==> src/rtl/sprite_motion_ctrl.sv <==
// N-sprite position controller: per-sprite position, speed, frame divider and path mode,
// one sequential update pass per frame pulse, runtime reconfiguration while idle.
module sprite_motion_ctrl #(
  parameter int         N_SPR     = 4,
  parameter int         CORDW     = 16,
  parameter int         H_RES     = 640,
  parameter int         SPR_DRAWW = 128,
  parameter int         SPDW      = 4,
  parameter int         DIVW      = 4,
  parameter int         INIT_X    = 640,
  parameter int         INIT_Y    = 240,
  parameter int         DEF_SPD   = 2,
  parameter int         DEF_DIV   = 1,
  parameter logic [1:0] DEF_MODE  = 2'b01,
  localparam int        IDXW      = (N_SPR > 1) ? $clog2(N_SPR) : 1
) (
  input  logic                   clk_pix,
  input  logic                   rst_pix_n,
  input  logic                   frame,
  input  logic                   pause,
  input  logic                   cfg_we,
  input  logic [IDXW-1:0]        cfg_idx,
  input  logic [CORDW-1:0]       cfg_x,
  input  logic [CORDW-1:0]       cfg_y,
  input  logic [SPDW-1:0]        cfg_spd,
  input  logic [DIVW-1:0]        cfg_div,
  input  logic [1:0]             cfg_mode,
  input  logic                   clr_err,
  output logic                   cfg_ready,
  output logic [N_SPR*CORDW-1:0] sprx,
  output logic [N_SPR*CORDW-1:0] spry,
  output logic [N_SPR-1:0]       dir,
  output logic                   upd_done,
  output logic                   cfg_err,
  output logic                   overrun,
  output logic                   dbg_state
);

  localparam logic signed [CORDW-1:0] C_HRES = CORDW'(H_RES);
  localparam logic signed [CORDW-1:0] C_LEFT = CORDW'(-SPR_DRAWW);
  localparam logic signed [CORDW-1:0] C_MAX  = CORDW'(H_RES - SPR_DRAWW);
  localparam logic signed [CORDW-1:0] C_ZERO = '0;

  typedef enum logic {S_IDLE = 1'b0, S_UPDATE = 1'b1} state_t;

  state_t                  r_state, w_state_nx;
  logic [IDXW-1:0]         r_idx, w_idx_nx;
  logic                    r_upd_done, w_upd_done_nx;
  logic                    r_cfg_err, r_overrun;

  logic signed [CORDW-1:0] r_x    [N_SPR];
  logic [CORDW-1:0]        r_y    [N_SPR];
  logic [SPDW-1:0]         r_spd  [N_SPR];
  logic [DIVW-1:0]         r_div  [N_SPR];
  logic [DIVW-1:0]         r_dcnt [N_SPR];
  logic [1:0]              r_mode [N_SPR];
  logic [N_SPR-1:0]        r_dir;

  logic                    w_cfg_ok, w_err_set, w_ovr_set, w_visit, w_hit;
  logic signed [CORDW-1:0] w_cur_x, w_spd_ext, w_plus, w_minus, w_step_x;
  logic                    w_step_dir;

  // Writes are only legal between passes, so a config load and a sprite visit never collide.
  assign w_cfg_ok  = cfg_we && (r_state == S_IDLE) &&
                     ({1'b0, cfg_idx} < (IDXW+1)'(N_SPR));
  assign w_err_set = cfg_we && !w_cfg_ok;
  assign w_ovr_set = frame && (r_state == S_UPDATE);
  assign w_visit   = (r_state == S_UPDATE) && !pause;
  assign w_hit     = (r_dcnt[r_idx] == r_div[r_idx]);

  assign w_cur_x   = r_x[r_idx];
  assign w_spd_ext = {{(CORDW-SPDW){1'b0}}, r_spd[r_idx]};
  assign w_plus    = w_cur_x + w_spd_ext;
  assign w_minus   = w_cur_x - w_spd_ext;

  always_comb begin
    w_step_x   = w_cur_x;
    w_step_dir = r_dir[r_idx];
    case (r_mode[r_idx])
      2'b01: w_step_x = (w_cur_x <= C_LEFT) ? C_HRES : w_minus;
      2'b10: w_step_x = (w_cur_x >= C_HRES) ? C_LEFT : w_plus;
      2'b11: begin
        if (r_dir[r_idx]) begin
          if (w_plus >= C_MAX) begin
            w_step_x   = C_MAX;
            w_step_dir = 1'b0;
          end else begin
            w_step_x = w_plus;
          end
        end else begin
          if (w_minus <= C_ZERO) begin
            w_step_x   = C_ZERO;
            w_step_dir = 1'b1;
          end else begin
            w_step_x = w_minus;
          end
        end
      end
      default: ;
    endcase
  end

  always_comb begin
    w_state_nx    = r_state;
    w_idx_nx      = r_idx;
    w_upd_done_nx = 1'b0;
    case (r_state)
      S_IDLE: begin
        if (frame) begin
          w_state_nx = S_UPDATE;
          w_idx_nx   = '0;
        end
      end
      S_UPDATE: begin
        if (r_idx == IDXW'(N_SPR - 1)) begin
          w_state_nx    = S_IDLE;
          w_idx_nx      = '0;
          w_upd_done_nx = 1'b1;
        end else begin
          w_idx_nx = r_idx + IDXW'(1);
        end
      end
      default: w_state_nx = S_IDLE;
    endcase
  end

  always_ff @(posedge clk_pix or negedge rst_pix_n) begin
    if (!rst_pix_n) begin
      r_state    <= S_IDLE;
      r_idx      <= '0;
      r_upd_done <= 1'b0;
    end else begin
      r_state    <= w_state_nx;
      r_idx      <= w_idx_nx;
      r_upd_done <= w_upd_done_nx;
    end
  end

  // Error flags are sticky: a same-cycle set beats clr_err so no event is lost.
  always_ff @(posedge clk_pix or negedge rst_pix_n) begin
    if (!rst_pix_n) begin
      r_cfg_err <= 1'b0;
      r_overrun <= 1'b0;
    end else begin
      if (w_err_set)    r_cfg_err <= 1'b1;
      else if (clr_err) r_cfg_err <= 1'b0;
      if (w_ovr_set)    r_overrun <= 1'b1;
      else if (clr_err) r_overrun <= 1'b0;
    end
  end

  always_ff @(posedge clk_pix or negedge rst_pix_n) begin
    if (!rst_pix_n) begin
      for (int k = 0; k < N_SPR; k++) begin
        r_x[k]    <= CORDW'(INIT_X);
        r_y[k]    <= CORDW'(INIT_Y);
        r_spd[k]  <= SPDW'(DEF_SPD);
        r_div[k]  <= DIVW'(DEF_DIV);
        r_dcnt[k] <= '0;
        r_mode[k] <= DEF_MODE;
      end
      r_dir <= '0;
    end else if (w_cfg_ok) begin
      r_x[cfg_idx]    <= cfg_x;
      r_y[cfg_idx]    <= cfg_y;
      r_spd[cfg_idx]  <= cfg_spd;
      r_div[cfg_idx]  <= cfg_div;
      r_dcnt[cfg_idx] <= '0;
      r_mode[cfg_idx] <= cfg_mode;
      r_dir[cfg_idx]  <= cfg_mode[1];
    end else if (w_visit) begin
      if (w_hit) begin
        r_dcnt[r_idx] <= '0;
        r_x[r_idx]    <= w_step_x;
        r_dir[r_idx]  <= w_step_dir;
      end else begin
        r_dcnt[r_idx] <= r_dcnt[r_idx] + DIVW'(1);
      end
    end
  end

  for (genvar k = 0; k < N_SPR; k++) begin : g_pack
    assign sprx[k*CORDW +: CORDW] = r_x[k];
    assign spry[k*CORDW +: CORDW] = r_y[k];
  end

  assign dir       = r_dir;
  assign cfg_ready = (r_state == S_IDLE);
  assign upd_done  = r_upd_done;
  assign cfg_err   = r_cfg_err;
  assign overrun   = r_overrun;
  assign dbg_state = r_state;

endmodule

==> config.mk <==
export PLATFORM = sky130hd
export DESIGN_NAME = sprite_motion_ctrl
export DESIGN_NICKNAME = d
export VERILOG_FILES = /design/src/rtl/sprite_motion_ctrl.sv
export SDC_FILE = /design/constraint.sdc
export NUM_CORES = 1
export LEC_CHECK = 0
export CAP_MARGIN = 25
export CORE_MARGIN = 3
export CORE_UTILIZATION = 35
export DETAILED_ROUTE_END_ITERATION = 10
export GPL_TIMING_DRIVEN = 0
export PLACE_DENSITY = 0.6
export SETUP_SLACK_MARGIN = 0.2
export SLEW_MARGIN = 20
export SYNTH_ARGS = -nofsm -noshare
export SYNTH_HDL_FRONTEND = slang
export SYNTH_SLANG_ARGS = --single-unit
==> constraint.sdc <==
create_clock -name clk_pix -period 4.4 [get_ports clk_pix]
set_clock_uncertainty 0.1 [all_clocks]
set_input_delay 0.44 -clock clk_pix [delete_from_list [all_inputs] [get_ports clk_pix]]
set_output_delay 0.44 -clock clk_pix [all_outputs]
set_load 0.05 [all_outputs]
# --- Yosys cells after proc, flatten, opt, wreduce, memory -nomap -nowiden ---
# Index checks and enable logic that the tools add are counted.
# W data, S select, Z words.
classes:
  n_addsub: 4
  magnitude_cmp: 12
  eq_ne: 6
  mux: 70
  bitwise: 7
  n_reduce_logical: 15
op_table:
  columns: ["cell", "n"]
  rows:
  - ["$bwmux W64", 3]
  - ["$mux W16", 12]
  - ["$mux W64", 3]
  - ["$demux W16 S2", 2]
  - ["$bwmux W16", 3]
  - ["$pmux W16 S3", 1]
  - ["$mux W4", 11]
  - ["$and A16 B16 Y16", 2]
  - ["$bmux W16 S2", 1]
  - ["$ge A16 B11 Y1 const B", 2]
  - ["$not A16 Y16", 2]
  - ["$bmux W4 S2", 3]
  - ["$add A16 B5 Y16", 1]
  - ["$demux W4 S2", 2]
  - ["$le A16 B1 Y1 const B", 1]
  - ["$le A16 B8 Y1 const B", 1]
  - ["$sub A16 B5 Y16", 1]
  - ["$mux W1", 14]
  - ["$mux W2", 5]
  - ["$bwmux W4", 2]
  - ["$bwmux W8", 1]
  - ["$logic_and A1 B1 Y1", 8]
  - ["$reduce_bool A2 Y1", 4]
  - ["$eq A2 B2 Y1 const B", 3]
  - ["19 further kinds", 26]
word_totals:
  regBits: 194
  input_bits: 50
  out_inout_bits: 137
  word_cells: 144

# --- Longest topological paths before layout ---
depth:
  ltp_word: 13
  ltp_mapped: 16
  ltp_nobuf: 14

# --- Least setup slack after synthesis ---
# No wires, ideal clock.
synth_path:
  path_type: "flip-flop to flip-flop"
  startpoint: "register r_idx[0]"
  endpoint: "register r_x (netlist bit sprx[19])"
  setup_time_ps: 142
  arrival_time_ps: 4309
  required_ps: 4158
  slack_ps: -151
  stages_incl_launch_ff: 16
  n_path_buf: 4
  synth_period_minus_slack_ps: 4551
  path_cell_list: "dfrtp_1 > buf_6 > buf_4 > buf_1 > mux4_2 > inv_1 > ha_1 > clkbuf_1 > a21o_1 > a2111o_1 > or3_4 > mux2i_4 > nand4_4 > a31o_1 > a222oi_1 > o21ai_0"
synth_via:
  elab_chain_cells: 13
  elab_cells_between_ends: 45
  classes_between: "2 x add/sub; 6 x order compare; 4 x eq/ne; 29 x mux; 1 x bitwise; 3 x reduce/logical"
synth_rtl:
  columns: ["element", "line", "rtl"]
  rows:
  - ["start: declaration", "47", "logic [IDXW-1:0] r_idx, w_idx_nx;"]
  - ["start signal: assignment", "134", "r_idx <= w_idx_nx;"]
  - ["$not A2 Y3 (not written as such)", null, null]
  - ["$bmux W16 S2 or $bmux W4 S2 (tied branches)", "71, 72", null]
  - ["$mux W16 (not written as such) or $mux W4 (tied branches) (2 in series)", "71, 72", null]
  - ["$sub A16 B5 Y16 or $add A16 B5 Y16 (tied branches)", "74, 73", null]
  - ["$le A16 B1 Y1 or $ge A16 B11 Y1 (tied branches)", "91, 84", null]
  - ["$mux W16, on equally long branches", "91, 84", null]
  - ["$mux W16", "83", "if (r_dir[r_idx]) begin"]
  - ["$pmux W16 S3", "79", "case (r_mode[r_idx])"]
  - ["$bwmux W64", "174", "r_x[r_idx] <= w_step_x;"]
  - ["$mux W64", "172", "if (w_hit) begin"]
  - ["$mux W64", "171", "end else if (w_visit) begin"]
  - ["$mux W64", "163", "end else if (w_cfg_ok) begin"]
  - ["end signal: indexed assignment", "155", "r_x[k] <= CORDW'(INIT_X);"]
  - ["end signal: indexed assignment", "164", "r_x[cfg_idx] <= cfg_x;"]
  - ["end signal: indexed assignment", "174", null]
  - ["end: declaration", "51", "logic signed [CORDW-1:0] r_x [N_SPR];"]
# Several ways; a longest one is shown, not always the timed one. The select of a mux whose other input is x is not followed.
# A chain may end at the register's enable or synchronous reset.

# --- Final worst setup path ---
layout_path:
  startpoint: "register r_idx[0]"
  endpoint: "register r_x (netlist bit sprx[49])"
# Same word-level chain as after synthesis.

==> results by stage <==
Timing:
- Dividing the final minimum period by the clock period gives 0.9927.
- The maximum frequency from static timing analysis is about 0.23 GHz.
- The number of hold violations in the final report is 0.
- The measured slew at the worst slew-check pin is a little over 1 ns.
- Setup repair after global routing could not meet its margin everywhere.
- The final number of setup-violating endpoints is 0.
- The worst hold slack across all endpoints is 0.3106 ns.
- The final number of max-transition violations is 0.
- The total negative slack is 0 ns.
- The minimum clock period is approximately 4.4 ns.
- The worst relative slew slack is 0.3164.

Worst hold path:
- The worst hold path belongs to the class in2async.

Floorplanning:
- The total core area is around 29,000 sq um.
- The die footprint is 31,400 sq um.
- Row generation in the floorplan step produced slightly above 60 rows.
- In this run the horizontal extent of the chip is ~180 um.
- about 190 I/O pins were placed.
- The effective utilization at floorplan is 0.3564.
- Measured along the y axis, the die boundary spans roughly 180 um.

CTS:
- The number of levels the H-tree was split into is 4.
- The clock passes through at most 2 buffers.
- The clock slew at the register clock pins of the worst setup and hold paths is ~0.080 ns.
- The clock insertion delay at the later pin of the skew report is roughly 0.44 ns.
- Counting every sink on the clock net gives 194.
- Clock tree synthesis inserted a total of 17 buffers.
- The CTS tree is yes.
- The root cell of the clock tree is clkbuf_16.

Finish:
- In the final layout, the share of cells above drive strength 1 is 0.1913.
- The post-synthesis to final-layout area growth is 37.93%.
- 0 antenna diodes ended up in the layout.
- The net count of the finished layout is around 1,400.

Yosys:
- Of all flip-flops after synthesis, the portion carrying an async set or reset was 1.000.
- The most used flip-flop cell after synthesis is dfrtp_1.
- The number of warnings reported in the yosys synthesis log is 0.
- The cell with the most instances after synthesis is nand2_1.
- The area share of the leading cell type in the synthesized netlist is 0.3854.
- The number of different library cells used by synthesis comes to between 70 and 80.
- The per-instance average area after synthesis is 9.605 sq um.
- The number of instances in the synthesized netlist is about 1,100.
- The summed instance area of the synthesized netlist is approximately 10,000 sq um.
- Yosys mapped a number of flops with a built-in enable equal to 0.
- By count the netlist is led by nand2_1, dfrtp_1, o21ai_0.
- For this run, the register share of the synthesized area comes to 0.4776.
- The number of nets handed over by synthesis was roughly 1,100.
- After synthesis the netlist holds a flip-flop and latch count of ~190.
- The synthesized design spends more area on one cell type than any other, namely dfrtp_1.
- Ranked by total cell area, the synthesized netlist is headed by dfrtp_1, nand2_1, dfstp_2.

Setup path:
- STA classifies the critical path endpoint as a flop.
- The worst register-to-register path has a depth of 16.
- The required time at the endpoint of the critical path is ~4.6 ns.
- At the worst endpoint, the arrival time is ~4.6 ns.
- Tracing the worst setup path back leads to its startpoint at r_idx[0].
- The worst setup path is of the reg2reg kind.
- The endpoint of the most critical setup path is sprx[49].
- The start of the worst register-to-register path is r_idx[0].
- In this run the critical register-to-register path is captured at sprx[49].
- The category of the worst setup path launch point is a flop.
- Of all nets on the critical path, the largest fanout is 6.
- The setup slack on the worst flop-to-flop path is between 0.03 and 0.04 ns.

Job:
- The total of max-cap violations is 0.

Drt:
- The count of unresolved DRC violations after routing is 0.
- The via count normalized by instance count is around 5.7.
- For this block, the via count after detailed routing is 9,710.
- The number of antenna-violating nets in the routed design is 0.
- The total length of routed wires is approximately 38,000 um.
- Dividing the detail-routed wire length by the instance count gives between 20 and 25 um.
- The first-iteration detailed-routing DRC count is ~890.
- The detailed-routing iteration count for the pre-antenna-repair pass is 8.

Placement:
- The number of I/O port buffers is around 190.
- Summed over all nets, the half-perimeter wirelength after detailed placement is around 27,000 um.
- The global placement routability congestion is 0.9985.

Global route:
- The via count of the first global-routing pass is 9,453.
- In the global route stage, overall resource usage came out at 0.2387.
- The first global-routing pass estimated between 50,000 and 60,000 um of wire.
- The maximum number of pins on one net before global-route repair is between 90 and 100.
- The total grt overflow is 0.
- The number of antenna violations at the first check in global routing is 0.

Run status:
- The flow ran to the end, and the final reports show no timing, DRC or antenna violations.
[cells in the final DEF (no fill, tap or decap), types with 20 or more instances in the layout]
master | netlist | final
a21oi_1 | 53 | 45
a22oi_1 | 39 | 39
and3_1 | 28 | 28
buf_4 | 1 | 37
clkbuf_1 | 53 | 51
clkdlybuf4s50_1 | 0 | 184
dfrtp_1 | 158 | 158
dfstp_2 | 36 | 36
inv_1 | 22 | 20
mux2_2 | 26 | 26
mux4_2 | 29 | 29
nand2_1 | 275 | 275
nor2_1 | 41 | 40
o21ai_0 | 90 | 25
o21ai_1 | 2 | 44
[repair_timing]
item,CTS,global route
pin swaps,27,53
buffers inserted,24,21
hold endpoints to repair,14,0
endpoints found under the setup margin,68,67
hold buffers,1,0
resized for setup,73,93
[per-stage QoR]
stage / worst slack (ns) / util / cell area, sq um / instances
2_1_floorplan: 0.2205 / - / 10280 / 1068
3_3_place_gp: -5.675 / 0.4381 / 12610 / 1637
3_5_place_dp: -0.8517 / 0.4404 / 12680 / 1639
4_1_cts: 0.08791 / 0.4762 / 13700 / 1696
5_1_grt: -0.05896 / 0.4917 / 14150 / 1717
6_report: 0.03192 / 0.4917 / 14150 / 1717
[per-layer routing]
metal  GRT usage  part of all wire  vias to the layer above
li1            -                 -                     4318
met1      0.3250              0.42                     4738
met2      0.3678              0.45                      577
met3     0.06950              0.10                       77
met4     0.07594             0.027                        0
met5           0                 0                        -
[worst min path at each step]
stage                          from       end  slack (ns)  cells past startpoint
after floorplan           rst_pix_n   cfg_err        0.04                      0
after global placement     spry[54]  spry[54]        0.35                      2
after global routing      rst_pix_n   sprx[5]        0.32                      2
after detailed placement  rst_pix_n  sprx[21]        0.18                      1
final                     rst_pix_n  sprx[21]        0.31                      2
after CTS                 rst_pix_n  sprx[19]        0.31                      2
[cell families after synthesis]
| logic type | Yosys count | share of synthesized area |
|---|---|---|
| AOI/OAI and AO/OA | 262 | 0.1626 |
| muxes | 65 | 0.1032 |
| buffers and inverters | 86 | 0.03403 |
| adders and majority gates | 16 | 0.02098 |
| DFF | 194 | 0.4776 |
| and+or+nand+nor | 424 | 0.1830 |
| xor gates and xnor gates | 21 | 0.01866 |
[sequential cells by signal, indices dropped and copies added, names as in the netlist]
signal	flops
overrun	1
cfg_err	1
dbg_state	1
r_spd	16
dir	4
r_idx	2
r_mode	8
r_dcnt	16
spry	64
upd_done	1
r_div	16
sprx	64
[worst max-delay path: stages (launching register included)]
cell and delay (ns):
dfrtp_1 0.40, buf_12 0.13, buf_16 0.13, mux4_2 0.53, inv_2 0.11, ha_4 0.13
inv_2 0.03, fa_2 0.36, a21o_1 0.22, a2111o_1 0.39, or3_4 0.37, mux2i_4 0.20
nand4_4 0.17, a31o_4 0.33, a221oi_4 0.33, or2_1 0.20, o21ai_1 0.09
[area by class of cell]
cell class	instances	area, sq um
well taps	384	480.5
repair buffers	233	2307
flip-flops and latches	194	4900
fillers	2630	14630
multi-input cells	788	5430
clock inverters	14	167.7
inverters	23	86.33
clock buffers	18	439.2
plain buffers	63	339.1
Power is not shown: default switching activity piles up to over one toggle a cycle in this logic, so the estimate is an artifact.
